`src/rtl/seq_scale_mult.sv`:
```
// Unsigned radix-2 shift-and-add multiplier, dout = din * scale saturated to OUT_WIDTH bits.
// Latency: dout_valid rises SCALE_WIDTH cycles after the accepting edge; initiation interval SCALE_WIDTH+2.
// Backpressure: result held in DONE until dout_ready; din_ready low from accept until the cycle after the output handshake.
module seq_scale_mult #(
    parameter int IN_WIDTH    = 32,
    parameter int SCALE_WIDTH = 8,
    parameter int OUT_WIDTH   = 32
) (
    input  logic                   clk,
    input  logic                   reset,
    input  logic                   din_valid,
    output logic                   din_ready,
    input  logic [IN_WIDTH-1:0]    din,
    input  logic [SCALE_WIDTH-1:0] scale,
    output logic                   dout_valid,
    input  logic                   dout_ready,
    output logic [OUT_WIDTH-1:0]   dout,
    output logic                   dout_sat
);

    localparam int PW = IN_WIDTH + SCALE_WIDTH;
    localparam int CW = (SCALE_WIDTH > 1) ? $clog2(SCALE_WIDTH) : 1;
    localparam logic [CW-1:0] LAST_CNT = CW'(SCALE_WIDTH - 1);

    typedef enum logic [1:0] {
        IDLE,
        RUN,
        DONE
    } state_t;

    state_t                 state;
    state_t                 state_nxt;
    logic [IN_WIDTH-1:0]    din_reg;
    logic [SCALE_WIDTH-1:0] scale_reg;
    logic [PW-1:0]          acc;
    logic [PW-1:0]          acc_nxt;
    logic [PW-1:0]          addend;
    logic [CW-1:0]          cnt;
    logic                   last_iter;
    logic [OUT_WIDTH-1:0]   sat_dat;
    logic                   sat_flag;

    always_ff @(posedge clk or posedge reset) begin
        if (reset) begin
            state <= IDLE;
        end else begin
            state <= state_nxt;
        end
    end

    assign last_iter = (state == RUN) && (cnt == LAST_CNT);

    always_comb begin
        state_nxt = state;
        case (state)
            IDLE: if (din_valid) state_nxt = RUN;
            RUN:  if (last_iter) state_nxt = DONE;
            DONE: if (dout_ready) state_nxt = IDLE;
            default: state_nxt = IDLE;
        endcase
    end

    // One partial product per cycle; the full-width sum is what saturation inspects.
    assign addend  = scale_reg[0] ? (PW'(din_reg) << cnt) : '0;
    assign acc_nxt = acc + addend;

    generate
        if (OUT_WIDTH >= PW) begin : g_nosat
            assign sat_dat  = OUT_WIDTH'(acc_nxt);
            assign sat_flag = 1'b0;
        end else begin : g_sat
            logic ovf;
            assign ovf      = |acc_nxt[PW-1:OUT_WIDTH];
            assign sat_dat  = ovf ? '1 : acc_nxt[OUT_WIDTH-1:0];
            assign sat_flag = ovf;
        end
    endgenerate

    always_ff @(posedge clk or posedge reset) begin
        if (reset) begin
            din_reg   <= '0;
            scale_reg <= '0;
            acc       <= '0;
            cnt       <= '0;
            dout      <= '0;
            dout_sat  <= 1'b0;
        end else begin
            case (state)
                IDLE: begin
                    if (din_valid) begin
                        din_reg   <= din;
                        scale_reg <= scale;
                        acc       <= '0;
                        cnt       <= '0;
                    end
                end
                RUN: begin
                    acc       <= acc_nxt;
                    scale_reg <= scale_reg >> 1;
                    cnt       <= cnt + CW'(1);
                    if (last_iter) begin
                        dout     <= sat_dat;
                        dout_sat <= sat_flag;
                    end
                end
                default: begin
                end
            endcase
        end
    end

    assign din_ready  = (state == IDLE);
    assign dout_valid = (state == DONE);

endmodule

```
`config.mk`:
```
export PLATFORM = sky130hd
export DESIGN_NAME = seq_scale_mult
export DESIGN_NICKNAME = d
export VERILOG_FILES = /design/src/rtl/seq_scale_mult.sv
export SDC_FILE = /design/constraint.sdc
export NUM_CORES = 1
export LEC_CHECK = 0
export ABC_AREA = 1
export CAP_MARGIN = 20
export CORE_ASPECT_RATIO = 1.2
export CORE_MARGIN = 2
export CORE_UTILIZATION = 50
export DETAILED_ROUTE_END_ITERATION = 10
export PLACE_DENSITY = 0.79
export SYNTH_ARGS = -nofsm -noshare
export SYNTH_HDL_FRONTEND = slang
export SYNTH_SLANG_ARGS = --single-unit
```
`constraint.sdc`:
```
create_clock -name clk -period 8.5 [get_ports clk]
set_input_delay 2.125 -clock clk [delete_from_list [all_inputs] [get_ports clk]]
set_output_delay 2.125 -clock clk [all_outputs]
set_load 0.02 [all_outputs]
```
# Word level (Yosys, flattened, before mapping)
# Cells that the tools add are included.
# word_totals
ff_bits	118
latchBits	0
ram_bits	0
romBits	0
in_bits	44
output_inout_bits	35
word_cells	36
n_memories	0
# op_classes
n_addsub	2
multipliers	0
div_mod_pow	0
order_cmp	0
eq_ne	6
shifts	1
mux	12
n_bitwise	0
reduce_logical	8
# ops
operator	n
two-way mux 40 bit	2
one-hot mux 40 bit (2 select lines)	1
adder 40 bit	1
left shift 32 x 3 -> 40 bit	1
two-way mux 32 bit	1
one-hot mux 8 bit (2 select lines)	1
two-way mux 8 bit	1
OR reduction 8 bit	1
two-way mux 2 bit	3
one-hot mux 2 bit (3 select lines)	1
one-hot mux 3 bit (2 select lines)	1
AND reduction 2 bit	3
inequality test 2 bit, second input constant	2
adder 3 x 1 -> 3 bit, second input constant	1
equality test 3 bit, second input constant	1
two-way mux 3 bit	1
AND reduction 3 bit	1
equality test 2 x 1 -> 1 bit, second input constant	1
equality test 2 bit, second input constant	1
zero test 2 bit	1
inequality test 2 x 1 -> 1 bit, second input constant	1
nonzero test 2 bit	1
logical AND 1 bit	1

# Logic depth before layout (Yosys ltp)
# Gate-level depths: netlist of the first run.
# logic_depth
ltp_word	5
ltp_mapped	27
mapped_depth_nobuf	24

# Worst setup path after synthesis of the first run
# No wires, ideal clock.
# synth_timing
path_kind	input to register
startpoint	input din_valid
endpoint	register acc[14]
arrival_time_ps	3266
slack_ps	5100
stages	8
cell_sequence	buf_1 -> nand2_1 -> nand2_1 -> inv_1 -> buf_2 -> buf_1 -> nand2_1 -> o21ai_0
# synth_via
elab_chain_len	2
# synth_rtl
item	line	rtl
start: declaration	11	input logic din_valid,
inequality test 2 bit (no source line)	n/a	
AND reduction 2 bit (no source line)	n/a	
end signal: assignment	98	acc <= acc_nxt;
end: declaration	35	logic [PW-1:0] acc;
# No other way between the ends.
# A chain may end at the register's enable or synchronous reset.

# Worst setup path after layout of the first run
# layout_timing
startpoint	input din_valid
endpoint	register acc[20]
# The elaborated chain is that of the path after synthesis.

==> flow_metrics.py, run 1 <==
metrics = {
    "status": {
        "status": "finished clean",
    },
    "worst_setup_path": {
        "startpoint_type": "primary input",
        "arrival_ps": 5230,
        "reg2reg_slack_ps": 3870,
        "critPathMaxFanout": 61,
        "crit_type": "primary input to flop",
        "required_ps": 8820,
        "end_kind": "flop",
        "r2r_cells": 23,
    },
    "timing": {
        "rsz0062_at_grt": "no",
        "post-route-min-period_ps": 4910,
        "hold_viol_final": 0,
        "slew_violations": 0,
        "slew_headroom": 0.329,
        "tns_ps": 0,
        "period_share": 0.577,
        "tightest_slew_ps": 1000,
        "fmax_mhz": 204,
        "setup_viol": 0,
        "fin_worst_skew_ps": 7.75,
    },
    "logic_synthesis": {
        "synth_warnings": 0,
        "synth_top_cell_by_area": "dfrtp_1",
        "synth_top_area_frac": 0.355,
        "synth_fp_nets": 1325,
        "synth-edff-count": 0,
        "syn-instance-count": 1239,
        "synth.most_common_cell": "nand2_1",
        "synth-seq-area-share": 0.355,
        "synthDistinctLibCells": 34,
        "ys_seq_elements": 118,
        "postSynthAreaPerCell_um2": 6.70,
        "synth_top_cells_by_count": "410 x nand2_1, 171 x inv_1, 135 x o21ai_0, 118 x dfrtp_1, 89 x nor2_1",
        "synth_ff_type": "dfrtp_1",
        "synthTopCellsByArea": "dfrtp_1 36%, nand2_1 19%, o21ai_0 8.1%",
        "synth.cell_area_um2": 8310,
        "async_flop_share": 1.00,
    },
    "cells_and_area": {
        "antennaDiodeCount": 0,
        "nets": 1384,
        "utilization": 0.606,
        "syn2layout_area_growth_pct": 18.6,
        "largest_register_ffs": 40,
        "layout-drive-gt1-share": 0.0465,
    },
    "routing": {
        "routedWlPerCell_um": 15.4,
        "ant_nets": 0,
        "drcViolationCount": 0,
        "routed_wirelength_mm": 23.5,
        "drt_iter0_drc": 503,
        "route.vias.total": 8165,
        "avgViaCountPerCell": 5.36,
        "first_pass_iters": 6,
    },
    "worst_hold_path": {
        "hp-class": "flop to flop",
        "min_path_cells": 2,
    },
    "global_route": {
        "grt_max_degree": 82,
        "antenna_found_initial": 0,
        "overflow": 0,
        "grt_pass1_vias": 7843,
        "grtUsageTotal": 0.279,
        "grt_pass1_wl_mm": 38.7,
    },
    "floorplan": {
        "initial_utilization": 0.510,
        "coreArea_um2": 16300,
        "rows": 51,
        "die_y_um": 145,
        "die_area_um2": 17700,
        "ios": 79,
        "die_w_um": 122,
    },
    "clock_tree": {
        "clk_path_buf_depth": 2,
        "cts_tree": "done",
        "root_buffer": "clkbuf_16",
        "htreeDepth": 4,
        "cts_hold_buffers": 0,
        "cts_setup_buffers": 0,
        "clkSinkCount": 118,
        "cts_buffers": 17,
        "path_clk_slew_ps": 50,
        "ctsResizeCount": 0,
        "insertion_delay_ps": 420,
    },
    "place": {
        "dp_hpwl_mm": 17.7,
        "gp_congestion": 0.941,
        "io_buffers": 78,
    },
    "job": {
        "drv_cap": 0,
    },
}
[per-layer routing]
| layer | GRT usage | wire length [um] | share of wire |
|---|---|---|---|
| met1 | 0.362 | 10100 | 0.43 |
| met2 | 0.474 | 11800 | 0.50 |
| met4 | 0.0937 | 536 | 0.023 |
| met5 | 0 | 0 | 0 |
| met3 | 0.0401 | 1120 | 0.048 |
[worst paths after layout]
check | end | startpoint
worst max register to register | dout[7] | cnt[1]
min in group asynchronous | din_reg[1] | reset
worst max-delay path | acc[20] | din_valid
worst min-delay path | dout_sat | dout_sat
max in group asynchronous | acc[36] | reset
worst min register to register | dout_sat | dout_sat
[cell type report]
type,count,area (um2)
Fill cell,1524,6420
Inverter,175,659
Clock inverter,9,125
Clock buffer,23,468
Timing Repair Buffer,86,881
Multi-Input combinational cell,900,4500
Tap cell,212,265
Sequential cell,118,2950
[placed cells by master (no fill, tap or decap), drive strengths merged, types with 23 or more instances in the layout]
master	instances
nand2	411
clkbuf	23
a21oi	61
dfrtp	118
ha	41
o22ai	33
o21ai	135
nand3	45
clkdlybuf4s50	78
inv	172
nor2	96
[per-stage QoR]
stage                     setup WS, ps  instance area, um2  std cells  hold slack, ps
after global routing              3330                9850       1523             520
after detailed placement          3260                9210       1489             465
after global placement            3350                9210       1489             462
final                             3590                9850       1523             477
after CTS                         3610                9800       1521             480
after floorplan                   3250                8310       1239             455
[worst max-delay path: stages]
cell             delay, ps
clkdlybuf4s50_1        570
nand2_2                800
nand2_1                510
inv_1                  560
buf_4                  390
nand2_1                120
o21ai_0                120
[cell families after synthesis]
group / share of synthesized area
and+or+nand+nor: 0.274
AOI/OAI and AO/OA: 0.166
buffers and inverters: 0.103
DFF: 0.355
adders and majority gates: 0.0642
xor gates and xnor gates: 0.0274
muxes: 0.0104
Power of run 1 is not shown: default switching activity piles up to over one toggle a cycle in this logic, so the estimate is an artifact.
==> inputs of run 2 (changes only) <==
--- a/config.mk
+++ b/config.mk
@@ -11,7 +11,7 @@
 export CORE_MARGIN = 2
 export CORE_UTILIZATION = 50
 export DETAILED_ROUTE_END_ITERATION = 10
-export PLACE_DENSITY = 0.79
+export PLACE_DENSITY = 0.82
 export SYNTH_ARGS = -nofsm -noshare
 export SYNTH_HDL_FRONTEND = slang
 export SYNTH_SLANG_ARGS = --single-unit
==> constraint.sdc (replaced) <==
create_clock -name clk -period 4.1 [get_ports clk]
set_input_delay 1.025 -clock clk [delete_from_list [all_inputs] [get_ports clk]]
set_output_delay 1.025 -clock clk [all_outputs]
set_load 0.02 [all_outputs]
==> flow_metrics.py, run 2 (same netlist as run 1, synthesis figures left out) <==
metrics = {
    "worst_setup_path": {
        "crit_path_top_delay_cell": "dfrtp_2",
        "rr_startpoint": "cnt[0]",
        "r2r_cells": 22,
        "timing.rr.end": "dout[20]",
        "critPathMaxFanout": 17,
        "reg2reg_slack_ps": 310,
        "crit_type": "flop to flop",
        "crit_end": "dout[20]",
        "max_stage_delay_ps": 460,
        "crit_start": "cnt[0]",
        "end_kind": "flop",
        "arrival_ps": 4080,
        "startpoint_type": "flop",
        "required_ps": 4390,
        "timing.critical_path.cells": "buf_2 -> nand2_1 -> o21ai_0 -> o21ai_0 -> o22ai_1 -> ha_1 -> nand2_1 -> nor2_1 -> nand3_1 -> nand2_1 -> nand2_1 -> nand2_1 -> nand2_1 -> nand2_1 -> nand2_1 -> nand2_1 -> nand3_1 -> nor2_2 -> nand2_1 -> nand2_2 -> buf_4 -> nand2_1",
        "crit_top_cell": "nand2_1",
    },
    "status": {
        "status": "finished clean",
    },
    "global_route": {
        "grt_pass1_wl_mm": 40.3,
        "overflow": 0,
        "grt_pass1_vias": 8151,
        "grt_util_met1": 0.366,
        "antenna_found_initial": 0,
        "grtUsageTotal": 0.288,
        "use_met2": 0.499,
        "grt-busiest-layer": "met2",
        "met3_usage": 0.0362,
        "grt_max_degree": 119,
    },
    "place": {
        "dp_hpwl_mm": 18.6,
        "gp_congestion": 0.987,
        "placedCellCount": 1499,
        "io_buffers": 78,
    },
    "clock_tree": {
        "insertion_delay_ps": 420,
        "root_buffer": "clkbuf_16",
        "path_clk_slew_ps": 60,
        "cts_buffers": 17,
        "clk_path_buf_depth": 2,
        "clkSinkCount": 118,
        "cts_tree": "done",
        "htreeDepth": 4,
        "cts_hold_buffers": 0,
    },
    "cells_and_area": {
        "antennaDiodeCount": 0,
        "layout-drive-gt1-share": 0.0635,
        "syn2layout_area_growth_pct": 20.0,
        "final_cell_mix": "409 x nand2_1, 169 x inv_1, 131 x o21ai_0, 117 x dfrtp_1, 87 x nor2_1",
        "largest_register_ffs": 40,
        "n_fill_cell": 1532,
        "final_common_cell": "nand2_1",
        "fin_cells": 1535,
        "nets": 1396,
    },
    "routing": {
        "routed_wirelength_mm": 24.7,
        "first_pass_iters": 6,
        "routedWlPerCell_um": 16.1,
        "ant_nets": 0,
        "route.vias.total": 8382,
        "avgViaCountPerCell": 5.46,
        "drcViolationCount": 0,
        "drt_iter0_drc": 597,
    },
    "floorplan": {
        "ios": 79,
        "coreArea_um2": 16300,
        "rows": 51,
        "die_w_um": 122,
        "die_y_um": 145,
        "die_area_um2": 17700,
        "initial_utilization": 0.510,
    },
    "timing": {
        "tns_ps": 0,
        "setup_viol": 0,
        "fmax_mhz": 264,
        "tightest_slew_ps": 637,
        "slew_violations": 0,
        "fin_worst_skew_ps": 9.27,
        "period_share": 0.925,
        "slew_headroom": 0.575,
        "hold_viol_final": 0,
        "post-route-min-period_ps": 3790,
        "rsz0062_at_grt": "no",
    },
    "worst_hold_path": {
        "hp-class": "flop to flop",
    },
    "job": {
        "drv_cap": 0,
    },
}
## run 2: cell count changes in the layout (fill, tap and decap cells not counted), sizes merged
cell	before	now
buf	8	19
clkbuf	23	18
clkinvlp	2	5
clkinv	7	9
inv	172	173
## run 2: per-layer routing
metal	wire, um	up-vias	share of wire
li1	-	4121	-
met1	10300	3925	0.42
met2	12400	270	0.50
met3	1140	66	0.046
met4	844	0	0.034
met5	0	-	0
## run 2: how the worst min path moves through the flow
| stage | startpoint | depth (start not counted) | end |
|---|---|---|---|
| floorplan | acc[28] | 2 | acc[28] |
| global placement | dout_sat | 2 | dout_sat |
| detailed placement | acc[14] | 2 | acc[14] |
| CTS | acc[14] | 2 | acc[14] |
| global route | acc[14] | 2 | acc[14] |
| finish | acc[22] | 2 | acc[22] |
## run 2: what timing repair did
action,in CTS,in global routing
buffers inserted,0,3
gates resized for setup,0,16
setup endpoints to repair,0,33
hold endpoints to repair,0,0
## run 2: metrics by stage
| stage | hold slack [ps] | worst slack, ps | area [um2] | utilization |
|---|---|---|---|---|
| after floorplan | 455 | 807 | 8310 | - |
| after global placement | 463 | 177 | 9290 | 0.571 |
| after detailed placement | 481 | 140 | 9290 | 0.571 |
| after CTS | 497 | 79.4 | 9900 | 0.608 |
| after global routing | 519 | 31.7 | 9970 | 0.612 |
| final | 493 | 307 | 9970 | 0.612 |
## run 2: final cells by class
type | instances | area, um2 | area share
Clock buffer | 18 | 429 | 0.0431
Clock inverter | 14 | 176 | 0.0177
Inverter | 175 | 664 | 0.0667
Multi-Input combinational cell | 900 | 4520 | 0.454
Sequential cell | 118 | 2950 | 0.296
Tap cell | 212 | 265 | 0.0266
Timing Repair Buffer | 97 | 945 | 0.0948
Timing Repair inverter | 1 | 7.51 | 0.000753
## run 2: worst max-delay path, delay by kind of cell, from the launching register on
| family | cells | cell delay [ps] |
|---|---|---|
| AND/OR/NAND/NOR | 16 | 1780 |
| buffers and inverters | 2 | 420 |
| adder cells (fa/ha/maj) | 1 | 380 |
| flip-flops | 1 | 460 |
| AO/OA/AOI/OAI | 3 | 600 |
Power of run 2 is left out for the same reason.
